[config.mk]
export PLATFORM = sky130hd
export DESIGN_NAME = mem_port_arbiter_flat
export DESIGN_NICKNAME = d
export VERILOG_FILES = /design/src/rtl/mem_port_arbiter_if.sv /design/src/rtl/mem_port_arbiter.sv /design/src/flat_wrapper.sv
export SDC_FILE = /design/constraint.sdc
export NUM_CORES = 1
export LEC_CHECK = 0
export CORE_UTILIZATION = 37
export CTS_CLUSTER_DIAMETER = 150
export DETAILED_ROUTE_END_ITERATION = 16
export PLACE_DENSITY = 0.76
export SYNTH_ARGS = -nofsm -noshare
export SYNTH_HDL_FRONTEND = slang
export SYNTH_SLANG_ARGS = --single-unit
[constraint.sdc]
create_clock -name clk -period 1.6 [get_ports clk]
set_input_delay 0.24 -clock clk [delete_from_list [all_inputs] [get_ports clk]]
set_output_delay 0.24 -clock clk [all_outputs]
set_load 0.1 [all_outputs]
[src/rtl/mem_port_arbiter_if.sv]
// Request/response bundle shared by the IF and DM requesters, the arbiter and the memory port.
// slave is the arbiter's view; master is the view of the surrounding core and memory.
interface mem_port_arbiter_if #(
   parameter int ADDR_W = 30
);
   logic              if_req;
   logic [ADDR_W-1:0] if_addr;
   logic [31:0]       if_rdata;
   logic              if_ready;

   logic              dm_read;
   logic              dm_write;
   logic [ADDR_W-1:0] dm_addr;
   logic [31:0]       dm_wdata;
   logic [3:0]        dm_be;
   logic [31:0]       dm_rdata;
   logic              dm_ready;

   logic              mem_req;
   logic              mem_we;
   logic [ADDR_W-1:0] mem_addr;
   logic [31:0]       mem_wdata;
   logic [3:0]        mem_be;
   logic [31:0]       mem_rdata;
   logic              mem_ack;

   logic              busy;

   modport slave (
      input  if_req, if_addr, dm_read, dm_write, dm_addr, dm_wdata, dm_be,
      input  mem_rdata, mem_ack,
      output if_rdata, if_ready, dm_rdata, dm_ready,
      output mem_req, mem_we, mem_addr, mem_wdata, mem_be, busy
   );

   modport master (
      output if_req, if_addr, dm_read, dm_write, dm_addr, dm_wdata, dm_be,
      output mem_rdata, mem_ack,
      input  if_rdata, if_ready, dm_rdata, dm_ready,
      input  mem_req, mem_we, mem_addr, mem_wdata, mem_be, busy
   );
endinterface

[src/rtl/mem_port_arbiter.sv]
// Shares one memory port between IF and DM, one transaction at a time; request to ready is 2 cycles minimum.
// Requesters hold until their ready pulse; DM has priority until IF has waited STARVE_LIMIT grants.
module mem_port_arbiter #(
   parameter int ADDR_W       = 30,
   parameter int STARVE_LIMIT = 4
) (
   input  logic            clk,
   input  logic            reset,
   mem_port_arbiter_if.slave bus
);
   localparam logic [3:0] LIMIT = 4'(STARVE_LIMIT);

   typedef enum logic [1:0] {IDLE, INST, DATA, RESP} state_t;

   state_t            state, state_nxt;
   logic              dm_req;
   logic              grant_dm;
   logic              grant_if;
   logic [3:0]        starve_cnt;

   logic              mem_req;
   logic              mem_we;
   logic [ADDR_W-1:0] mem_addr;
   logic [31:0]       mem_wdata;
   logic [3:0]        mem_be;
   logic [31:0]       if_rdata;
   logic              if_ready;
   logic [31:0]       dm_rdata;
   logic              dm_ready;
   logic              busy;

   always_comb begin
      dm_req    = bus.dm_read | bus.dm_write;
      grant_dm  = 1'b0;
      grant_if  = 1'b0;
      state_nxt = state;
      case (state)
         IDLE: begin
            if (dm_req && !(bus.if_req && starve_cnt == LIMIT)) begin
               grant_dm  = 1'b1;
               state_nxt = DATA;
            end else if (bus.if_req) begin
               grant_if  = 1'b1;
               state_nxt = INST;
            end
         end
         INST, DATA: begin
            if (bus.mem_ack) state_nxt = RESP;
         end
         RESP:    state_nxt = IDLE;
         default: state_nxt = IDLE;
      endcase
   end

   always_ff @(posedge clk) begin
      if (reset) begin
         state      <= IDLE;
         starve_cnt <= '0;
         mem_req    <= 1'b0;
         mem_we     <= 1'b0;
         mem_addr   <= '0;
         mem_wdata  <= '0;
         mem_be     <= '0;
         if_rdata   <= '0;
         if_ready   <= 1'b0;
         dm_rdata   <= '0;
         dm_ready   <= 1'b0;
         busy       <= 1'b0;
      end else begin
         state    <= state_nxt;
         busy     <= (state_nxt != IDLE);
         if_ready <= 1'b0;
         dm_ready <= 1'b0;

         if (grant_dm) begin
            mem_req   <= 1'b1;
            mem_we    <= bus.dm_write;
            mem_addr  <= bus.dm_addr;
            mem_wdata <= bus.dm_wdata;
            mem_be    <= bus.dm_write ? bus.dm_be : 4'hF;
            // Count only grants that actually made IF wait.
            if (!bus.if_req)
               starve_cnt <= '0;
            else if (starve_cnt != LIMIT)
               starve_cnt <= starve_cnt + 4'd1;
         end else if (grant_if) begin
            mem_req    <= 1'b1;
            mem_we     <= 1'b0;
            mem_addr   <= bus.if_addr;
            mem_wdata  <= '0;
            mem_be     <= 4'hF;
            starve_cnt <= '0;
         end

         if ((state == INST || state == DATA) && bus.mem_ack) begin
            mem_req <= 1'b0;
            if (state == INST) begin
               if_rdata <= bus.mem_rdata;
               if_ready <= 1'b1;
            end else begin
               dm_ready <= 1'b1;
               if (!mem_we) dm_rdata <= bus.mem_rdata;
            end
         end
      end
   end

   assign bus.mem_req   = mem_req;
   assign bus.mem_we    = mem_we;
   assign bus.mem_addr  = mem_addr;
   assign bus.mem_wdata = mem_wdata;
   assign bus.mem_be    = mem_be;
   assign bus.if_rdata  = if_rdata;
   assign bus.if_ready  = if_ready;
   assign bus.dm_rdata  = dm_rdata;
   assign bus.dm_ready  = dm_ready;
   assign bus.busy      = busy;
endmodule
[src/flat_wrapper.sv]
// flat-port wrapper written by rule: the top's interface ports become plain ports
module mem_port_arbiter_flat 
#(
   parameter int ADDR_W       = 30,
   parameter int STARVE_LIMIT = 4
)
  (clk, reset, bus_if_req, bus_if_addr, bus_dm_read, bus_dm_write, bus_dm_addr, bus_dm_wdata, bus_dm_be, bus_mem_rdata, bus_mem_ack, bus_if_rdata, bus_if_ready, bus_dm_rdata, bus_dm_ready, bus_mem_req, bus_mem_we, bus_mem_addr, bus_mem_wdata, bus_mem_be, bus_busy);
  mem_port_arbiter_if #(.ADDR_W(ADDR_W)) bus_i ();
  input  logic clk;
  input  logic reset;
  input wire logic [$bits(bus_i.if_req)-1:0] bus_if_req;
  input wire logic [$bits(bus_i.if_addr)-1:0] bus_if_addr;
  input wire logic [$bits(bus_i.dm_read)-1:0] bus_dm_read;
  input wire logic [$bits(bus_i.dm_write)-1:0] bus_dm_write;
  input wire logic [$bits(bus_i.dm_addr)-1:0] bus_dm_addr;
  input wire logic [$bits(bus_i.dm_wdata)-1:0] bus_dm_wdata;
  input wire logic [$bits(bus_i.dm_be)-1:0] bus_dm_be;
  input wire logic [$bits(bus_i.mem_rdata)-1:0] bus_mem_rdata;
  input wire logic [$bits(bus_i.mem_ack)-1:0] bus_mem_ack;
  output wire logic [$bits(bus_i.if_rdata)-1:0] bus_if_rdata;
  output wire logic [$bits(bus_i.if_ready)-1:0] bus_if_ready;
  output wire logic [$bits(bus_i.dm_rdata)-1:0] bus_dm_rdata;
  output wire logic [$bits(bus_i.dm_ready)-1:0] bus_dm_ready;
  output wire logic [$bits(bus_i.mem_req)-1:0] bus_mem_req;
  output wire logic [$bits(bus_i.mem_we)-1:0] bus_mem_we;
  output wire logic [$bits(bus_i.mem_addr)-1:0] bus_mem_addr;
  output wire logic [$bits(bus_i.mem_wdata)-1:0] bus_mem_wdata;
  output wire logic [$bits(bus_i.mem_be)-1:0] bus_mem_be;
  output wire logic [$bits(bus_i.busy)-1:0] bus_busy;
  assign bus_i.if_req = bus_if_req;
  assign bus_i.if_addr = bus_if_addr;
  assign bus_i.dm_read = bus_dm_read;
  assign bus_i.dm_write = bus_dm_write;
  assign bus_i.dm_addr = bus_dm_addr;
  assign bus_i.dm_wdata = bus_dm_wdata;
  assign bus_i.dm_be = bus_dm_be;
  assign bus_i.mem_rdata = bus_mem_rdata;
  assign bus_i.mem_ack = bus_mem_ack;
  assign bus_if_rdata = bus_i.if_rdata;
  assign bus_if_ready = bus_i.if_ready;
  assign bus_dm_rdata = bus_i.dm_rdata;
  assign bus_dm_ready = bus_i.dm_ready;
  assign bus_mem_req = bus_i.mem_req;
  assign bus_mem_we = bus_i.mem_we;
  assign bus_mem_addr = bus_i.mem_addr;
  assign bus_mem_wdata = bus_i.mem_wdata;
  assign bus_mem_be = bus_i.mem_be;
  assign bus_busy = bus_i.busy;
  mem_port_arbiter #(.ADDR_W(ADDR_W), .STARVE_LIMIT(STARVE_LIMIT)) u_core (.clk(clk), .reset(reset), .bus(bus_i));
endmodule
==> results.md <==
- Status: finished with violations
- Failing checks: setup timing
- Hold-fix buffers, CTS: 0
- Post-Layout Cell Count: 1119
- Worst EP arrival: 1910 ps
- GRT overflow: 0
- DR vias: approximately 6k
- Req. time, crit path: approximately 1900 ps
- Design Area, Final: 0.0115 mm^2
- Clock sink count: 141
- Largest area contributor in the synthesized netlist: dfxtp_1
- Root buf cell: clkbuf_16
- Clock-pin transition on the worst setup and hold timing paths: 60 ps
- Vias in the first global route: a little under 6k
- Crit start category: register
- Avg Cell Area, Syn: 8.92 um^2
- Pre-antenna DRT Iters: 5
- PD cells: roughly 1200 mW/mm^2
- Hold Fails Final Rpt: 0
- Synthesized flop and latch total: 141
- Layout Skew: slightly above 7 ps
- Maximum single-stage delay on the critical path: approximately 430 ps
- Global-route wire length before repair: just over 30000 um
- Relative slew slack: 71.9%
- Ports: 269
- Maximum vdd ir drop: 698 uV
- Placed insts: 1074
- Synth Cell Area: between 0.005 and 0.006 mm^2
- FP Rows: 45
- Critical path class: reg2reg
- Worst skew pair latency: 420 ps
- Minimum clock period: 1620 ps
- Fin crit share: 101%
- Vias per cell: 5.42
- CP Capture Type: register
- Wire per inst: ~20 um
- Cell variety after synth: 40
- Initial antenna violation count: 0
- Slew Limit Fails: 0
- Unrepaired setup endpoints after global routing: true
- YS warnings: 0
- Type of the worst min-delay path: in2reg
- Largest net degree at the start of global routing: 41
- Inserted Diodes: 0
- Post-synth EDFFs: 0
- Ys async rst share: 0%
- CTS tree: done
- Setup ws final: -23.8 ps
- Nets: 1057
- Slowest stage cell, crit path: nor4b_2
- Hold_sp: reset
- Clock buffer depth: 2
- Port bufs: approximately 270
- Origin of the worst setup path: u_core.starve_cnt[0]
- Place WS: -272 ps
- Peak Freq: 616 MHz
- Initial core utilization: 37.8%
- Setup violations, final: 1
- Worst slew pin tran: 421 ps
- Final HPWL DP: 13600 um
- P&R area growth vs syn: 99.6%
- Sequential element share of the synthesized area: slightly below 50%
- Die area: 0.0160 mm^2
- Pleak: 0.00420 uW
- Routed WL: 22000 um
- Synth area leaders: dfxtp_1, nand2_1, a21oi_1
- Placed cell area: 0.0102 mm^2
- Drt initial violations: between 400 and 500
- Drt drc: 0
- CTS buffer count: 17
- Die W: 127 um
- Worst path cell trace: inv_2 -> ha_2 -> and4b_4 -> buf_12 -> nor4b_2 -> a2111oi_2
- Max_cap viols: 0
- Core area: 0.0152 mm^2
- Total Power: 13300 uW
- Fraction of layout cells with a size suffix above 1: 33.3%
- Post-Synthesis Cells: between 600 and 700
- DRT antenna net count: 0
- Synth Flop Type: dfxtp_1
- Post-synth top area share: 49.2%
- Syn nets: 782
- Die height: 127 um
- Reg2reg start: u_core.starve_cnt[0]
- Depth of the CTS H-tree: 4
- Crit Path Max Fanout: 8
- RD Place Congestion: 0.755
- GR Util All Layers: roughly 25%
-- cell type report --
| cell class | instances | area [um^2] |
|---|---|---|
| inverter | 5 | 21.3 |
| fill | 956 | 3740 |
| clock inverter | 6 | 85.1 |
| timing repair buffer | 323 | 4780 |
| multi-input combinational | 431 | 3030 |
| tap | 188 | 235 |
| clock buffer | 25 | 485 |
| sequential | 141 | 2830 |
-- power by group --
group	switching [uW]	internal, uW
sequential	327	3810
clock	1490	2410
combinational	3170	2150
total	4980	8360
-- through the flow --
step | utilization [%] | hold slack [ps] | setup TNS [ps]
2_1_floorplan | - | 376 | -2.90
3_3_place_gp | 67.4 | 477 | -13230
3_5_place_dp | 67.4 | 482 | -15920
4_1_cts | 72.2 | 194 | -16.1
5_1_grt | 75.4 | 203 | -482
6_report | 75.4 | 208 | -23.8
-- critical path, delay by kind of cell (launching register included) --
| kind | cells | cell delay (ps) |
|---|---|---|
| and+or+nand+nor | 2 | 680 |
| DFF | 1 | 340 |
| buffers and inverters | 2 | 210 |
| adders and majority gates | 1 | 170 |
| AOI/OAI and AO/OA | 1 | 90 |
-- cells in the mapped netlist, types with 2 or more instances --
cell and number:
nor3b_1 30, nor2_1 64, ha_1 4, o221a_2 4, a32oi_1 32, inv_1 5
o21ai_0 2, clkbuf_1 35, buf_1 2, xor2_1 2, a21oi_1 71, dfxtp_1 141
nand2_1 134, buf_2 28, buf_4 2, nand4_1 3, a2111oi_1 9, nand3_1 5
a2111oi_2 20, nor4b_1 31
-- sequential cells by signal (all words and copies together) (netlist names) --
signal	cells
u_core.bus.mem_wdata	32
u_core.bus.mem_req	1
u_core.bus.mem_addr	30
u_core.bus.dm_rdata	32
u_core.bus.if_rdata	32
u_core.state	2
u_core.starve_cnt	4
u_core.bus.dm_ready	1
u_core.bus.mem_we	1
u_core.bus.if_ready	1
u_core.bus.mem_be	4
u_core.bus.busy	1
-- timing repair --
item | CTS | global route
endpoints found under the setup margin | 57 | 117
buffers inserted | 2 | 5
pin swaps | 0 | 32
resized for setup | 25 | 53
gates cloned | 0 | 8
-- final timing paths --
check	to	slack, ps	cells past startpoint
max reg2reg	u_core.bus.mem_addr[11]	-20	6
max	u_core.bus.mem_addr[11]	-20	6
min reg2reg	u_core.bus.dm_rdata[29]	490	2
min	u_core.bus.mem_wdata[30]	210	2
-- kinds of logic (layout without fill, tap and decap cells) --
group,after synthesis,count (layout),synth area share [%]
AOI/OAI and AO/OA,147,147,20.4
xor gates and xnor gates,2,2,0.305
adders and majority gates,4,4,0.871
buffers and inverters,72,359,5.45
DFF,141,141,49.2
and+or+nand+nor,278,278,23.9
-- placed cells by master, fill, tap and decap left out, types with 2 or more instances in the layout --
master	netlist	layout
bufinv_16	0	2
nand2_1	134	134
o221a_2	4	4
dfxtp_1	141	137
nand4_1	3	3
nor3b_1	30	30
a2111oi_1	9	2
clkdlybuf4s50_1	0	132
nand3_1	5	4
clkinvlp_4	0	2
a21oi_2	0	4
buf_4	2	29
a32oi_1	32	26
a2111oi_4	0	3
clkbuf_16	0	23
clkbuf_1	35	5
buf_6	0	4
clkbuf_8	0	3
a2111oi_2	20	25
a32oi_2	0	6
xor2_1	2	2
ha_4	0	2
buf_12	0	152
clkinv_2	0	2
nor4b_4	0	4
inv_2	0	3
a21oi_1	71	67
nor2_1	64	59
nor4b_2	0	24
o21ai_0	2	2
nor4b_1	31	3
dfxtp_2	0	4
nor2_2	0	4
-- metal layers --
layer	global-route usage [%]	up-vias	share of wire [%]
met3	9.70	38	8.4
met4	9.07	0	2.6
met5	0	-	0
met2	41.7	260	50
met1	28.4	2909	39
li1	-	2853	-
Note: power is estimated with default switching activity, not from simulation.
